<file path="src/rtl/regfile_wb_arbiter.sv">
// ---------------------------------------------------------------------------
// regfile_wb_arbiter
//
// Producer-side front end for the register file's single write port. Merges
// single-cycle ALU results with variable-latency memory load results (held in
// a small FIFO) into at most one registered register-file write per cycle.
//
// Ports
//   clk_i          clock, all state updates on the rising edge
//   rst_ni         asynchronous active-low reset
//   flush_i        synchronous flush of buffered loads and the pending write
//   alu_valid_i    ALU result valid
//   alu_ready_o    ALU result accepted when alu_valid_i && alu_ready_o
//   alu_dest_i     ALU destination register
//   alu_data_i     ALU result data
//   mem_valid_i    memory load result valid
//   mem_ready_o    FIFO can accept a load result
//   mem_dest_i     load destination register
//   mem_data_i     load data
//   rf_load_o      register file write enable (registered)
//   rf_dest_o      register file write index (registered, holds when idle)
//   rf_in_o        register file write data (registered, holds when idle)
//   fifo_count_o   current load FIFO occupancy
// ---------------------------------------------------------------------------
module regfile_wb_arbiter #(
  parameter int WIDTH = 32,
  parameter int AW    = 5,
  parameter int DEPTH = 2
) (
  input  logic                     clk_i,
  input  logic                     rst_ni,
  input  logic                     flush_i,
  input  logic                     alu_valid_i,
  output logic                     alu_ready_o,
  input  logic [AW-1:0]            alu_dest_i,
  input  logic [WIDTH-1:0]         alu_data_i,
  input  logic                     mem_valid_i,
  output logic                     mem_ready_o,
  input  logic [AW-1:0]            mem_dest_i,
  input  logic [WIDTH-1:0]         mem_data_i,
  output logic                     rf_load_o,
  output logic [AW-1:0]            rf_dest_o,
  output logic [WIDTH-1:0]         rf_in_o,
  output logic [$clog2(DEPTH):0]   fifo_count_o
);

  localparam int PW = $clog2(DEPTH);
  localparam int CW = PW + 1;

  typedef enum logic {
    GRANT_ALU = 1'b0,
    GRANT_MEM = 1'b1
  } grant_e;

  // Load FIFO storage
  logic [AW-1:0]    dest_mem_q [DEPTH];
  logic [WIDTH-1:0] data_mem_q [DEPTH];

  logic [PW-1:0]    head_q, head_d;
  logic [PW-1:0]    tail_q, tail_d;
  logic [CW-1:0]    count_q, count_d;
  grant_e           last_grant_q, last_grant_d;
  logic             rf_load_q, rf_load_d;
  logic [AW-1:0]    rf_dest_q, rf_dest_d;
  logic [WIDTH-1:0] rf_in_q, rf_in_d;

  logic             empty, full, mem_pri, enq;
  logic             grant_mem, grant_alu, write_en;
  logic [AW-1:0]    grant_dest;
  logic [WIDTH-1:0] grant_data;

  assign empty = (count_q == '0);
  // Full looks at current occupancy only, so a dequeue this cycle does not
  // open a slot for a same-cycle enqueue.
  assign full  = (count_q == CW'(DEPTH));

  // Memory gets priority when it is its turn or when the FIFO is full.
  assign mem_pri = !empty && (full || (last_grant_q == GRANT_ALU));

  // Readies are gated by rst_ni so they drop to 0 immediately on reset.
  assign mem_ready_o = !full && !flush_i && rst_ni;
  assign alu_ready_o = !mem_pri && !flush_i && rst_ni;

  assign enq       = mem_valid_i && mem_ready_o;
  assign grant_mem = !flush_i && !empty && (mem_pri || !alu_valid_i);
  assign grant_alu = !flush_i && !mem_pri && alu_valid_i;

  assign grant_dest = grant_mem ? dest_mem_q[head_q] : alu_dest_i;
  assign grant_data = grant_mem ? data_mem_q[head_q] : alu_data_i;

  // Writes to x0 are consumed but never reach the register file.
  assign write_en = (grant_mem || grant_alu) && (grant_dest != '0);

  // Next-state logic
  always_comb begin
    head_d       = head_q;
    tail_d       = tail_q;
    count_d      = count_q;
    last_grant_d = last_grant_q;
    rf_load_d    = 1'b0;
    rf_dest_d    = rf_dest_q;
    rf_in_d      = rf_in_q;

    if (flush_i) begin
      head_d       = '0;
      tail_d       = '0;
      count_d      = '0;
      last_grant_d = GRANT_MEM;
    end else begin
      // Pointers are PW bits wide, so they wrap modulo DEPTH naturally.
      if (enq)       tail_d = tail_q + PW'(1);
      if (grant_mem) head_d = head_q + PW'(1);
      count_d = count_q + CW'(enq) - CW'(grant_mem);

      if (grant_mem)      last_grant_d = GRANT_MEM;
      else if (grant_alu) last_grant_d = GRANT_ALU;

      rf_load_d = write_en;
      if (write_en) begin
        rf_dest_d = grant_dest;
        rf_in_d   = grant_data;
      end
    end
  end

  always_ff @(posedge clk_i or negedge rst_ni) begin
    if (!rst_ni) begin
      head_q       <= '0;
      tail_q       <= '0;
      count_q      <= '0;
      last_grant_q <= GRANT_MEM;
      rf_load_q    <= 1'b0;
      rf_dest_q    <= '0;
      rf_in_q      <= '0;
    end else begin
      head_q       <= head_d;
      tail_q       <= tail_d;
      count_q      <= count_d;
      last_grant_q <= last_grant_d;
      rf_load_q    <= rf_load_d;
      rf_dest_q    <= rf_dest_d;
      rf_in_q      <= rf_in_d;
    end
  end

  // Storage needs no reset: occupancy alone decides which entries are live.
  always_ff @(posedge clk_i) begin
    if (enq) begin
      dest_mem_q[tail_q] <= mem_dest_i;
      data_mem_q[tail_q] <= mem_data_i;
    end
  end

  assign rf_load_o    = rf_load_q;
  assign rf_dest_o    = rf_dest_q;
  assign rf_in_o      = rf_in_q;
  assign fifo_count_o = count_q;

endmodule
</file>
<file path="config.mk">
export PLATFORM = sky130hd
export DESIGN_NAME = regfile_wb_arbiter
export DESIGN_NICKNAME = d
export VERILOG_FILES = /design/src/rtl/regfile_wb_arbiter.sv
export SDC_FILE = /design/constraint.sdc
export NUM_CORES = 1
export LEC_CHECK = 0
export CAP_MARGIN = 20
export CORE_UTILIZATION = 30
export CTS_CLUSTER_SIZE = 16
export DETAILED_ROUTE_END_ITERATION = 10
export DONT_BUFFER_PORTS = 1
export GPL_TIMING_DRIVEN = 0
export PLACE_DENSITY_LB_ADDON = 0.1
export SETUP_SLACK_MARGIN = 0.02
export SLEW_MARGIN = 5
export SYNTH_ARGS = -nofsm -noshare
export SYNTH_HDL_FRONTEND = slang
export SYNTH_SLANG_ARGS = --single-unit
</file>
<file path="constraint.sdc">
create_clock -name clk_i -period 8 [get_ports clk_i]
set_clock_uncertainty 0.1 [all_clocks]
set_input_delay 1.6 -clock clk_i [delete_from_list [all_inputs] [get_ports clk_i]]
set_output_delay 1.6 -clock clk_i [all_outputs]
set_load 0.01 [all_outputs]
</file>
==> flow_metrics.py <==
metrics = {
    "status": {
        "outcome": "finished clean",
    },
    "floorplanning": {
        "ios": 121,
        "dieArea_um2": 17100,
        "die_width_um": 131,
        "effective_utilization_at_floorplan_pct": 31.0,
        "placeable_area_um2": 16100,
        "num_rows": 46,
        "die_height_um": 131,
    },
    "place": {
        "placedInstanceArea_um2": 5310,
        "gp_congestion": 0.668,
        "dpl.hpwl_um": 7120,
        "port_buffers": 0,
    },
    "global_routing": {
        "global_route_wire_length_before_repair_um": 15900,
        "grt_antenna_before_repair": 1,
        "track_usage_pct": 13.4,
        "largest_net_degree_at_the_start_of_global_routing": 47,
        "globalRoute.totalOverflow": 0,
        "vias_in_the_first_global_route": 2717,
    },
    "yosys": {
        "yosys_warnings": 0,
        "synth-compound-area-share_pct": 2.94,
        "number_of_synthesized_flops_with_an_enable_pin": 74,
        "synth_simple_gate_area_share_pct": 1.98,
        "synth_top_area_share_pct": 44.6,
        "synth_top_family_by_area": "multiplexers",
        "postSynthNetCount": 365,
        "syn_area_per_cell_um2": 17.5,
        "yosysUniqueCellTypes": 34,
        "post_synth_inst_count": 284,
        "yosys.area_share.adder_pct": 0.502,
        "synth.top_cells.by_area": "edfxtp_1 45%, dfrtp_1 21%, mux2_2 16%",
        "async_reset_ff_share_pct": 36.8,
        "ys_ff_latch": 117,
        "synth.largest_area_cell": "edfxtp_1",
        "synth-seq-area-share_pct": 66.2,
        "post_synth_xor_area_fraction_pct": 0.528,
        "area_of_the_mapped_netlist_um2": 4980,
        "synth.mux.area_fraction_pct": 25.8,
        "yosys_most_used_dff": "edfxtp_1",
    },
    "detailed_routing": {
        "total_iterations_of_the_first_detailed_routing_run": 4,
        "detail_route.drc_violations": 0,
        "final_antenna_net_count": 0,
        "detailroute.via_count": 2484,
        "routed_via_density": 4.64,
        "drt-wirelength-per-cell_um": 19.9,
        "drt_iter0_drc": 61,
        "route.final.wire_length_um": 10600,
    },
    "timing": {
        "number_of_failing_hold_endpoints_at_the_final_stage": 0,
        "timing_worst_slew_pin_value_ns": 0.847,
        "timing.final.crit_share_pct": 47.3,
        "maxSlewHeadroom_pct": 43.0,
        "rsz0062_at_grt": "no",
        "fmaxAchievable_mhz": 264,
        "period_needed_ns": 3.79,
        "finalSetupViolCount": 0,
        "fin_setup_tns_ns": 0,
        "slew_violations": 0,
    },
    "critical_path": {
        "r2r.worst_path.cells": 6,
        "critPathKind": "primary input to output port",
        "worst_setup_path_startpoint": "flush_i",
        "critPathArrivalTime_ns": 2.09,
        "cp-endpoint": "alu_ready_o",
        "path_max_fanout": 5,
        "rr_startpoint": "fifo_count_o[0]",
        "worst_r2r_endpoint": "rf_in_o[10]",
        "ff2ff_setup_slack_ns": 5.43,
        "critPathLaunchType": "primary input",
        "cp_data_required_time_ns": 6.30,
        "timing.critical_path.to_type": "output port",
    },
    "cts": {
        "clk_latency_ns": 0.41,
        "clk_path_buf_depth": 2,
        "cts_clock_pin_slew_for_the_worst_setup_and_hold_paths_ns": 0.06,
        "clock_tree.htree_level_count": 4,
        "cts-root-buf": "clkbuf_16",
        "cts_inserted_buffers": 17,
        "cts.repair_timing.setup_buffer_count": 0,
        "cts_tree": "done",
        "postCtsHoldBufs": 0,
        "cts.sinks": 117,
        "post_cts_resize_count": 0,
    },
    "hold_path": {
        "hold_path_depth": 2,
        "worstHoldPathType": "flip-flop to flip-flop",
    },
    "final_layout": {
        "post-route-cell-area_um2": 5920,
        "finalCoreUtilization_pct": 36.9,
        "layout-area-overhead-vs-synth_pct": 18.8,
        "final_common_cell": "edfxtp_1",
        "most-common-layout-cells": "74 x edfxtp_1, 72 x mux2_2, 42 x dfrtp_1, 27 x mux2_4, 17 x clkbuf_16",
        "design.final.nets": 386,
        "proportion_of_layout_cells_with_a_drive_suffix_above_1_pct": 44.7,
    },
    "pwr": {
        "total_leakage_power_nw": 2.15,
        "p_per_area_nw_per_um2": 344,
        "vdd.ir_drop.worst_v": 0.000145,
    },
    "job": {
        "max_cap_viol_count": 0,
    },
}
[layer usage]
metal | global-route usage [%] | up-vias | routed length, um
li1 | - | 1121 | -
met3 | 7.00 | 9 | 993
met4 | 5.27 | 0 | 120
met5 | 0 | - | 0
met2 | 20.8 | 90 | 4990
met1 | 15.6 | 1264 | 4520
[area by class of cell]
class	count	area (um2)
sequential	117	3300
clock buffer	25	515
clock inverter	7	92.6
antenna	1	2.50
timing repair buffer	2	47.5
inverter	7	26.3
tap	216	270
multi-input combinational	147	1590
buffer	13	72.6
fill	1522	10100
[critical path: stages]
cell and delay [ns]:
inv_1 0.09, o21a_1 0.17, and3_1 0.23
[synthesized netlist by cell type, types with 2 or more instances]
cell type / count
edfxtp_1: 74
mux2_2: 72
dfrtp_1: 42
mux2_4: 27
clkbuf_1: 8
inv_1: 7
mux2i_1: 7
a21oi_1: 5
buf_6: 3
nor2_1: 3
o22ai_1: 3
or4_1: 3
a211oi_1: 2
and2_1: 2
and3_1: 2
ha_1: 2
nand2_1: 2
nand3_1: 2
o21ai_0: 2
xor2_1: 2
[sequential cells by signal (all words and copies together), names as in the netlist, 2 cells and up]
signal        flops
data_mem_q       64
rf_dest_o         5
rf_in_o          32
fifo_count_o      2
dest_mem_q       10
[power breakdown]
group / switching [mW] / internal [mW] / total (mW)
combinational: 0.155 / 0.232 / 0.387
clock: 0.262 / 0.507 / 0.770
sequential: 0.122 / 0.757 / 0.879
total: 0.540 / 1.50 / 2.04
[kinds of logic after synthesis]
kind of cell,count (synthesis)
xor+xnor,3
buf+inv,20
simple gates,17
fa+ha+maj,2
compound gates,19
flops,117
mux,106
[worst min path at each step]
stage,start,endpoint,slack [ns]
5_1_grt,last_grant_q,last_grant_q,0.45
6_report,last_grant_q,last_grant_q,0.43
4_1_cts,last_grant_q,last_grant_q,0.43
2_1_floorplan,last_grant_q,last_grant_q,0.39
3_5_place_dp,last_grant_q,last_grant_q,0.41
3_3_place_gp,last_grant_q,last_grant_q,0.41
[metrics by stage]
stage / power [mW] / hold WS (ns) / instances / worst slack (ns)
2_1_floorplan: 1.19 / 0.393 / 284 / 4.02
3_3_place_gp: 1.29 / 0.405 / 500 / 2.58
3_5_place_dp: 1.29 / 0.412 / 502 / 4.21
4_1_cts: 2.07 / 0.427 / 534 / 4.21
5_1_grt: 2.14 / 0.446 / 534 / 4.16
6_report: 2.04 / 0.426 / 535 / 4.21
Note: power is estimated with default switching activity, not from simulation.
